`src/rtl/math_challenge.sv`:
```
`default_nettype none
// ============================================================================
// math_challenge : alarm dismissal by solving a single-digit add/mul problem
// Revision 1.0
// ============================================================================
module math_challenge #(
    parameter logic [7:0] SEED = 8'hA5
) (
    input  logic       clock,
    input  logic       reset,
    input  logic       alarm,
    input  logic [6:0] ans_sw,
    input  logic       ans_key,
    output logic [3:0] op_a,
    output logic [3:0] op_b,
    output logic       op_mul,
    output logic       challenge_active,
    output logic       alarm_off,
    output logic [3:0] wrong_count
);

    // An all-zero LFSR would lock up, so that seed is remapped.
    localparam logic [7:0] LFSR_INIT = (SEED == 8'h00) ? 8'h01 : SEED;

    typedef enum logic [2:0] {
        IDLE    = 3'd0,
        LOAD    = 3'd1,
        ASK     = 3'd2,
        HELD    = 3'd3,
        CHECK   = 3'd4,
        DISMISS = 3'd5
    } state_t;

    state_t     state;
    state_t     state_nxt;
    logic [7:0] lfsr;
    logic [6:0] answer;
    logic [6:0] expected;
    logic [3:0] lfsr_a;
    logic [3:0] lfsr_b;
    logic       lfsr_mul;
    logic [6:0] sum;
    logic [6:0] product;

    always_ff @(posedge clock or negedge reset) begin
        if (!reset) begin
            lfsr <= LFSR_INIT;
        end else begin
            lfsr <= {lfsr[6:0], lfsr[7] ^ lfsr[5] ^ lfsr[4] ^ lfsr[3]};
        end
    end

    always_comb begin
        lfsr_a   = (lfsr[3:0] >= 4'd10) ? lfsr[3:0] - 4'd10 : lfsr[3:0];
        lfsr_b   = (lfsr[7:4] >= 4'd10) ? lfsr[7:4] - 4'd10 : lfsr[7:4];
        lfsr_mul = lfsr[4] ^ lfsr[0];
        sum      = {3'b000, lfsr_a} + {3'b000, lfsr_b};
        product  = {3'b000, lfsr_a} * {3'b000, lfsr_b};
    end

    always_ff @(posedge clock or negedge reset) begin
        if (!reset) begin
            state <= IDLE;
        end else begin
            state <= state_nxt;
        end
    end

    // Dropping the alarm aborts any unfinished challenge.
    always_comb begin
        state_nxt = state;
        case (state)
            IDLE:    if (alarm) state_nxt = LOAD;
            LOAD:    state_nxt = alarm ? ASK : IDLE;
            ASK: begin
                if (!alarm)       state_nxt = IDLE;
                else if (ans_key) state_nxt = HELD;
            end
            HELD: begin
                if (!alarm)        state_nxt = IDLE;
                else if (!ans_key) state_nxt = CHECK;
            end
            CHECK: begin
                if (!alarm)                  state_nxt = IDLE;
                else if (answer == expected) state_nxt = DISMISS;
                else                         state_nxt = LOAD;
            end
            DISMISS: if (!alarm) state_nxt = IDLE;
            default: state_nxt = IDLE;
        endcase
    end

    always_ff @(posedge clock or negedge reset) begin
        if (!reset) begin
            op_a     <= 4'd0;
            op_b     <= 4'd0;
            op_mul   <= 1'b0;
            expected <= 7'd0;
            answer   <= 7'd0;
        end else begin
            if (state_nxt == IDLE) begin
                op_a     <= 4'd0;
                op_b     <= 4'd0;
                op_mul   <= 1'b0;
                expected <= 7'd0;
                answer   <= 7'd0;
            end else if (state == LOAD) begin
                op_a     <= lfsr_a;
                op_b     <= lfsr_b;
                op_mul   <= lfsr_mul;
                expected <= lfsr_mul ? product : sum;
            end else if (state == HELD && state_nxt == CHECK) begin
                answer <= ans_sw;
            end
        end
    end

    // The problem stays displayed while a retry is being loaded.
    always_ff @(posedge clock or negedge reset) begin
        if (!reset) begin
            challenge_active <= 1'b0;
            alarm_off        <= 1'b0;
        end else begin
            challenge_active <= (state_nxt inside {ASK, HELD, CHECK}) ||
                                ((state_nxt == LOAD) && challenge_active);
            alarm_off        <= (state_nxt == DISMISS);
        end
    end

    always_ff @(posedge clock or negedge reset) begin
        if (!reset) begin
            wrong_count <= 4'd0;
        end else if (state == IDLE && alarm) begin
            wrong_count <= 4'd0;
        end else if (state == CHECK && state_nxt == LOAD && wrong_count != 4'd15) begin
            wrong_count <= wrong_count + 4'd1;
        end
    end

endmodule
`default_nettype wire

```
`config.mk`:
```
export PLATFORM = sky130hd
export DESIGN_NAME = math_challenge
export DESIGN_NICKNAME = d
export VERILOG_FILES = /design/src/rtl/math_challenge.sv
export SDC_FILE = /design/constraint.sdc
export NUM_CORES = 1
export LEC_CHECK = 0
export ABC_CLOCK_PERIOD_IN_PS = 4500
export BUFFER_PORTS_ARGS = -buffer_cell sky130_fd_sc_hd__buf_4
export CAP_MARGIN = 30
export CORE_MARGIN = 4
export CORE_UTILIZATION = 55
export DETAILED_ROUTE_END_ITERATION = 10
export PLACE_DENSITY = 0.83
export SLEW_MARGIN = 25
export SYNTH_ARGS = -nofsm -noshare
export SYNTH_HDL_FRONTEND = slang
export SYNTH_SLANG_ARGS = --single-unit
```
`constraint.sdc`:
```
create_clock -name clock -period 4.5 [get_ports clock]
set_input_delay 0.675 -clock clock [delete_from_list [all_inputs] [get_ports clock]]
set_output_delay 0.675 -clock clock [all_outputs]
set_load 0.02 [all_outputs]
```
# Word-level counts from Yosys, hierarchy flattened
# Index checks and enable logic that the tools add are counted.
[classes]
n_shift = 0
n_div = 0
n_reduce_logical = 13
magnitude_cmp = 2
mul = 1
bitwise_logic = 4
muxes = 26
add_sub_neg = 4
n_eq_ne = 13
[ops]
columns = ["operator", "count"]
rows = [
  ["$mux 7", 6],
  ["$mux 4", 8],
  ["$mux 3", 8],
  ["$pmux 3 s6", 1],
  ["$eq 3x2->1 const B", 4],
  ["$eq 3x3->1 const B", 4],
  ["$ge 4x4->1 const B", 2],
  ["$sub 4x4->4 const B", 2],
  ["$eq 7x7->1", 1],
  ["$mul 4x4->7", 1],
  ["$eq 3x1->1 const B", 2],
  ["$logic_not 3->1", 2],
  ["$reduce_bool 2->1", 3],
  ["$add 4x4->5", 1],
  ["$logic_and 1x1->1", 5],
  ["$add 4x1->4 const B", 1],
  ["$ne 4x4->1 const B", 1],
  ["$xor 1x1->1", 4],
  ["$reduce_bool 3->1", 1],
  ["$mux 1", 2],
  ["$mux 2", 1],
  ["$ne 2x2->1 const B", 1],
  ["$reduce_and 2->1", 1],
  ["$logic_or 1x1->1", 1],
]
[totals]
n_memories = 0
wordCells = 73
rom_bits = 0
ram_bits = 0
latchBits = 0
in_bits = 11
regBits = 40
output_inout_bits = 15

# Logic depth before layout (Yosys ltp)
# Gate-level depths: netlist of the first run.
[depth]
ltp_word = 9
depth_mapped = 13

# Worst setup path before layout of the first run
# OpenSTA, ideal clock, no wires.
[synth_path]
path_kind = "register to register"
startpoint = "register lfsr[5]"
endpoint = "register expected[6]"
synth_period_minus_slack_ps = 3442
slack_ps = 1058
path_buffers = 0
stages_incl_launch_ff = 13
t_required_ps = 4374
arrival_time_ps = 3315
cell_sequence = "dfstp_2 inv_1 ha_1 a21oi_1 nand2_1 fa_1 inv_1 fa_1 fa_1 a21o_1 a21oi_1 xnor2_1 o21ai_0"
[synth_between]
elab_chain_cells = 6
word_cells_on_any_way = 7
cone_classes = "1 x add/sub; 1 x mul; 1 x order compare; 4 x mux"
[synth_rtl]
columns = ["element", "line", "text"]
rows = [
  ["start, declared", "36", "logic [7:0] lfsr;"],
  ["start signal, assigned", "49", "lfsr <= {lfsr[6:0], lfsr[7] ^ lfsr[5] ^ lfsr[4] ^ lfsr[3]};"],
  ["$sub 4x4->4 / $ge 4x4->1 (equally long branches)", "55", "lfsr_b = (lfsr[7:4] >= 4'd10) ? lfsr[7:4] - 4'd10 : lfsr[7:4];"],
  ["$mux 4 *", "55", ""],
  ["$mul 4x4->7 *", "58", "product = {3'b000, lfsr_a} * {3'b000, lfsr_b};"],
  ["$mux 7 *", "111", "expected <= lfsr_mul ? product : sum;"],
  ["$mux 7 *", "107", "end else if (state == LOAD) begin"],
  ["$mux 7 *", "101", "if (state_nxt == IDLE) begin"],
  ["end signal, assigned", "111", ""],
  ["end, declared", "38", "logic [6:0] expected;"],
]
# Mark *: on every way between the ends. The rest lies on a longest branch, timed or not. The select of a mux whose other input is x is not followed.
# A chain may end at the register's enable or synchronous reset.

# Worst setup path in the final report of the first run
# Same ends and word-level chain as after synthesis.

==> impl_metrics.tcl, run 1 <==
set metrics [dict create \
    finalHoldViolations 0 \
    synth_edf_count 0 \
    drive_above_1_share_pct 16.7 \
    dp_hpwl_um 2970 \
    worstPathCellList "inv_1 > o21ai_0 > nand2_1 > fa_1 > inv_1 > fa_1 > fa_1 > a21o_1 > a21oi_1 > xnor2_1 > o21ai_0" \
    postPlaceCellArea_sq_um 2440 \
    cp-start-kind "register" \
    clkTransAtPathRegs_ns 0.07 \
    multi_input_area_sq_um 1140 \
    clkLatencyLatePin_ns 0.29 \
    worstMarginPinSlew_ns 0.773 \
    max_stage_delay_ns 0.61 \
    final-seq-area_sq_um 1010 \
    ys_top_cells_by_area "dfrtp_1 (41%), ha_1 (9.6%), a22o_1 (7.5%)" \
    outcome "completed" \
    end_kind "register" \
    grt_antenna_before_repair 0 \
    syn_avg_cell_area_sq_um 10.8 \
    io_buffers 25 \
    routabilityCongestion 0.807 \
    finalClockSkew_ns 0.00574 \
    slowest_stage "o21ai_0" \
    viasPerCell 5.61 \
    cp.arrival_ns 3.82 \
    gr-total-overflow 0 \
    track_usage_pct 17.7 \
    wl_per_cell_um 14.5 \
    fillCellCount 290 \
    timing.fmax_mhz 274 \
    start_util_pct 58.8 \
    synth-main-ff-cell "dfrtp_1" \
    hold_path_class "input pin to asynchronous set/reset pin" \
    rr_worst_depth 11 \
    grt_pass1_wl_um 7080 \
    period_share_pct 81.0 \
    yosysUniqueCellTypes 35 \
    synth_nets 239 \
    rsz0062_at_grt "false" \
    power.density_nw_per_um2 264 \
    crit_buf_inv 2 \
    dr.pass1.iters 4 \
    grt_max_degree 41 \
    setup_viol 0 \
    instances_no_fill 281 \
    cts_tree "yes" \
    cts_max_level 2 \
    cap_violations 0 \
    drc_errors 0 \
    slew_headroom_pct 47.9 \
    cpLargestDelayFamily "adder cells" \
    cts_buffers 5 \
    whs_ns 0.350 \
    core_area_sq_um 3770 \
    postSynthCellCount 206 \
    drt-initial-drc-count 60 \
    vias 1576 \
    slew_viol_final 0 \
    die_y_um 71.5 \
    finalInstanceArea_sq_um 2520 \
    synth_top_area_share_pct 40.7 \
    cts_setup_buffers 0 \
    diodes 0 \
    syn_area_sq_um 2220 \
    io-pin-count 26 \
    yosysWarnings 0 \
    syn2layout_area_growth_pct 13.7 \
    rows 22 \
    die_w_um 71.5 \
    clockBufferDepth 2 \
    crit_required_ns 4.68 \
    first_global_vias 1578 \
    cts_resized 0 \
    dp.cells 273 \
    ys_ff_latch 40 \
    clock-sinks 40 \
    worstSetupPathType "register to register" \
    die_area_sq_um 5110 \
    path_depth 11 \
    yosysSeqAreaShare_pct 45.4 \
    ant_nets 0 \
    fin_crit_ns 3.64 \
    setup_tns_ns 0 \
    power_leakage_uw 0.00130 \
    path_common_cell "fa_1" \
    layout_common_cells "dfrtp_1 (36), buf_4 (26), nand2_1 (22)" \
    final_nets 265 \
    synthArstFlopShare_pct 100 \
    cts-root-buf "clkbuf_8" \
    yosys.area.top_type "dfrtp_1" \
    layout_commonest_cell "dfrtp_1" \
    utilization_pct 66.8 \
    cp_max_fo 6 \
    cts_hold_buf 0 \
    ir_worst_vdd_uv 125 \
    finalWirelength_um 4060 \
]
==> sequential cells by signal (all words and copies together), names as in the netlist <==
name              count
challenge_active      1
expected              7
alarm_off             1
state                 3
op_b                  4
lfsr                  8
op_mul                1
answer                7
op_a                  4
wrong_count           4
==> through the flow <==
step	setup WS [ns]	power (uW)
CTS	0.841	679
global placement	0.974	449
floorplan	1.06	425
detailed placement	0.840	450
finish	0.856	666
global route	0.608	700
==> worst register-to-register path: cells and delay by family, from the launching register on <==
kind            cells  cell delay (ns)
xor+xnor            1             0.13
fa+ha+maj           3             1.50
simple gates        1             0.15
flops               1             0.57
buf+inv             2             0.13
compound gates      4             1.05
==> routing by layer <==
metal  part of all wire, %  GRT usage, %  wire [um]
met1                    47          23.1       1920
met3                   4.5          4.21        182
met2                    46          28.5       1880
met4                   1.8          7.31         74
met5                     0             0          0
==> synth_stat cells (2+ instances only) <==
| cell type | n |
|---|---|
| xor2_1 | 4 |
| nor3b_1 | 2 |
| dfstp_2 | 4 |
| nor2b_1 | 2 |
| nand3_1 | 4 |
| o21ai_0 | 7 |
| nand2_1 | 22 |
| inv_1 | 10 |
| nor2_1 | 10 |
| a21o_1 | 3 |
| mux2_2 | 2 |
| nand4_1 | 3 |
| dfrtp_1 | 36 |
| fa_1 | 5 |
| a22o_1 | 19 |
| a21oi_1 | 10 |
| nand3b_1 | 2 |
| buf_2 | 5 |
| ha_1 | 17 |
| mux2i_1 | 3 |
| and2_1 | 7 |
| o21a_1 | 4 |
| xnor2_1 | 13 |
==> kinds of logic after synthesis <==
logic type      after synthesis  share of synthesized area, %
compound gates               48                          15.6
xor+xnor                     17                          6.72
fa+ha+maj                    22                          14.1
buf+inv                      17                          3.16
flops                        40                          45.4
mux                           5                          2.37
simple gates                 57                          12.6
==> power by group <==
part | leakage [uW] | internal (uW) | switching, uW
sequential | 0.000540 | 366 | 8.88
combinational | 0.000717 | 25.2 | 42.1
clock | 0.0000422 | 109 | 116
==> worst paths after layout <==
kind / endpoint / start / slack [ns]
worst min register to register: lfsr[2] / lfsr[1] / 0.42
max in group asynchronous: lfsr[7] / reset / 3.79
worst min-delay path: wrong_count[3] / reset / 0.35
worst max-delay path: expected[6] / lfsr[5] / 0.86
min in group clock: lfsr[2] / lfsr[1] / 0.42
worst max register to register: expected[6] / lfsr[5] / 0.86
==> area by class of cell <==
type	instances	share of cell area [%]
sequential	40	39.9
inverter	10	1.49
clock inverter	1	0.199
clock buffer	7	3.03
tap	48	2.38
timing repair buffer	26	7.75
multi-input combinational	149	45.2
Power figures use the tool's default switching activity.
==> run 2: changes to the inputs <==
- ABC_CLOCK_PERIOD_IN_PS: 4500 -> 3750
- clock period: 4.5 -> 3.75 ns (I/O delays scaled with it)
==> impl_metrics.tcl, run 2 (synthesis results as in run 1) <==
set metrics [dict create \
    outcome "completed" \
    cap_violations 0 \
    reg_top3 "lfsr (8), answer (7), expected (7)" \
    utilization_pct 68.3 \
    cts_hold_buf 0 \
    cts-root-buf "clkbuf_8" \
    slew_viol_final 0 \
    finalWirelength_um 4430 \
    finalHoldViolations 0 \
    die_area_sq_um 5110 \
    io-pin-count 26 \
    timing.fmax_mhz 284 \
    wl_met1_um 2090 \
    power_leakage_uw 0.00133 \
    fin_crit_ns 3.52 \
    setup_tns_ns 0 \
    p_total_uw 880 \
    die_y_um 71.5 \
    grt_antenna_before_repair 0 \
    drc_errors 0 \
    clkLatencyLatePin_ns 0.30 \
    final-seq-area_sq_um 1010 \
    multi_input_area_sq_um 1140 \
    worstPathCellList "inv_1 > ha_1 > a21oi_2 > nand2_1 > fa_1 > inv_1 > fa_1 > fa_1 > a21o_1 > a21oi_1 > xnor2_1 > o21ai_0" \
    vias 1589 \
    wl_met3_um 160 \
    worstMarginPinSlew_ns 0.575 \
    grt_max_degree 41 \
    syn2layout_area_growth_pct 16.3 \
    viasPerCell 5.60 \
    core_area_sq_um 3770 \
    start_util_pct 58.8 \
    max_stage_delay_ns 0.58 \
    first_global_vias 1685 \
    drt-initial-drc-count 69 \
    final_nets 268 \
    dp_hpwl_um 3220 \
    crit_required_ns 3.92 \
    hold_path_class "input pin to asynchronous set/reset pin" \
    top_layer "met4" \
    die_w_um 71.5 \
    end_kind "register" \
    track_usage_pct 18.8 \
    routabilityCongestion 0.862 \
    worstSetupPathType "register to register" \
    cts_tree "yes" \
    cp.arrival_ns 3.70 \
    dr.pass1.iters 4 \
    finalClockSkew_ns 0.00571 \
    power.density_nw_per_um2 342 \
    io_buffers 25 \
    wl_per_cell_um 15.6 \
    clkTransAtPathRegs_ns 0.08 \
    rsz0062_at_grt "false" \
    gr-total-overflow 0 \
    fillCellCount 280 \
    ant_nets 0 \
    cp_max_fo 5 \
    path_common_cell "fa_1" \
    wl_met2_um 2070 \
    top_register "lfsr" \
    clock-sinks 40 \
    slew_headroom_pct 61.7 \
    slowest_stage "dfstp_2" \
    diodes 0 \
    clockBufferDepth 2 \
    cts_buffers 5 \
    cp-start-kind "register" \
    drive_above_1_share_pct 19.1 \
    layout_common_cells "dfrtp_1 (36), buf_4 (29), nand2_1 (22)" \
    layout_commonest_cell "dfrtp_1" \
    period_share_pct 93.9 \
    rows 22 \
    largest_reg_flops 8 \
    cts_max_level 2 \
    ir_worst_vdd_uv 195 \
    setup_viol 0 \
    grt_pass1_wl_um 7520 \
]
-- run 2: worst max-delay path, delay by kind of cell, from the launching register on --
kind            cells  cell delay [ns]
fa+ha+maj           4             1.82
simple gates        1             0.09
buf+inv             2             0.13
flops               1             0.58
compound gates      4             0.65
xor+xnor            1             0.13
-- run 2: final cells by class --
class	instances	share of cell area, %
Timing Repair Buffer	29	8.45
Sequential cell	40	39.0
Clock inverter	3	1.65
Tap cell	48	2.33
Clock buffer	5	2.67
Multi-Input combinational cell	149	44.4
Inverter	10	1.46
-- run 2: what timing repair did --
item | in CTS | in global routing
resized for setup | 0 | 1
buffers inserted | 0 | 0
setup endpoints to repair | 0 | 1
-- run 2: metal layers --
metal / vias up / global-route usage (%)
li1: 774 / -
met1: 778 / 24.5
met2: 25 / 29.9
met3: 12 / 4.77
met4: 0 / 7.93
met5: - / 0
-- run 2: path summary, 6_finish.rpt --
path	from	endpoint	slack, ns	depth (start not counted)
min in group clock	lfsr[1]	lfsr[2]	0.43	0
setup reg to reg	lfsr[5]	expected[6]	0.23	12
hold / removal	reset	op_b[0]	0.23	1
setup / recovery	lfsr[5]	expected[6]	0.23	12
hold reg to reg	lfsr[1]	lfsr[2]	0.43	0
max in group asynchronous	reset	lfsr[5]	3.14	1
-- run 2: per-stage QoR --
| stage | instances | hold slack, ns | setup WS, ns | area (sq um) |
|---|---|---|---|---|
| 3_5_place_dp | 276 | 0.418 | 0.248 | 2460 |
| 2_1_floorplan | 206 | 0.267 | 0.308 | 2220 |
| 3_3_place_gp | 276 | 0.406 | 0.370 | 2460 |
| 4_1_cts | 284 | 0.234 | 0.206 | 2570 |
| 6_report | 284 | 0.230 | 0.228 | 2580 |
| 5_1_grt | 284 | 0.265 | 0.0444 | 2580 |
-- run 2: where the power goes --
part | switching (uW) | leakage, uW | total, uW | internal, uW
Clock | 153 | 0.0000541 | 350 | 197
Combinational | 50.4 | 0.000733 | 80.7 | 30.2
Sequential | 10.8 | 0.000540 | 450 | 439
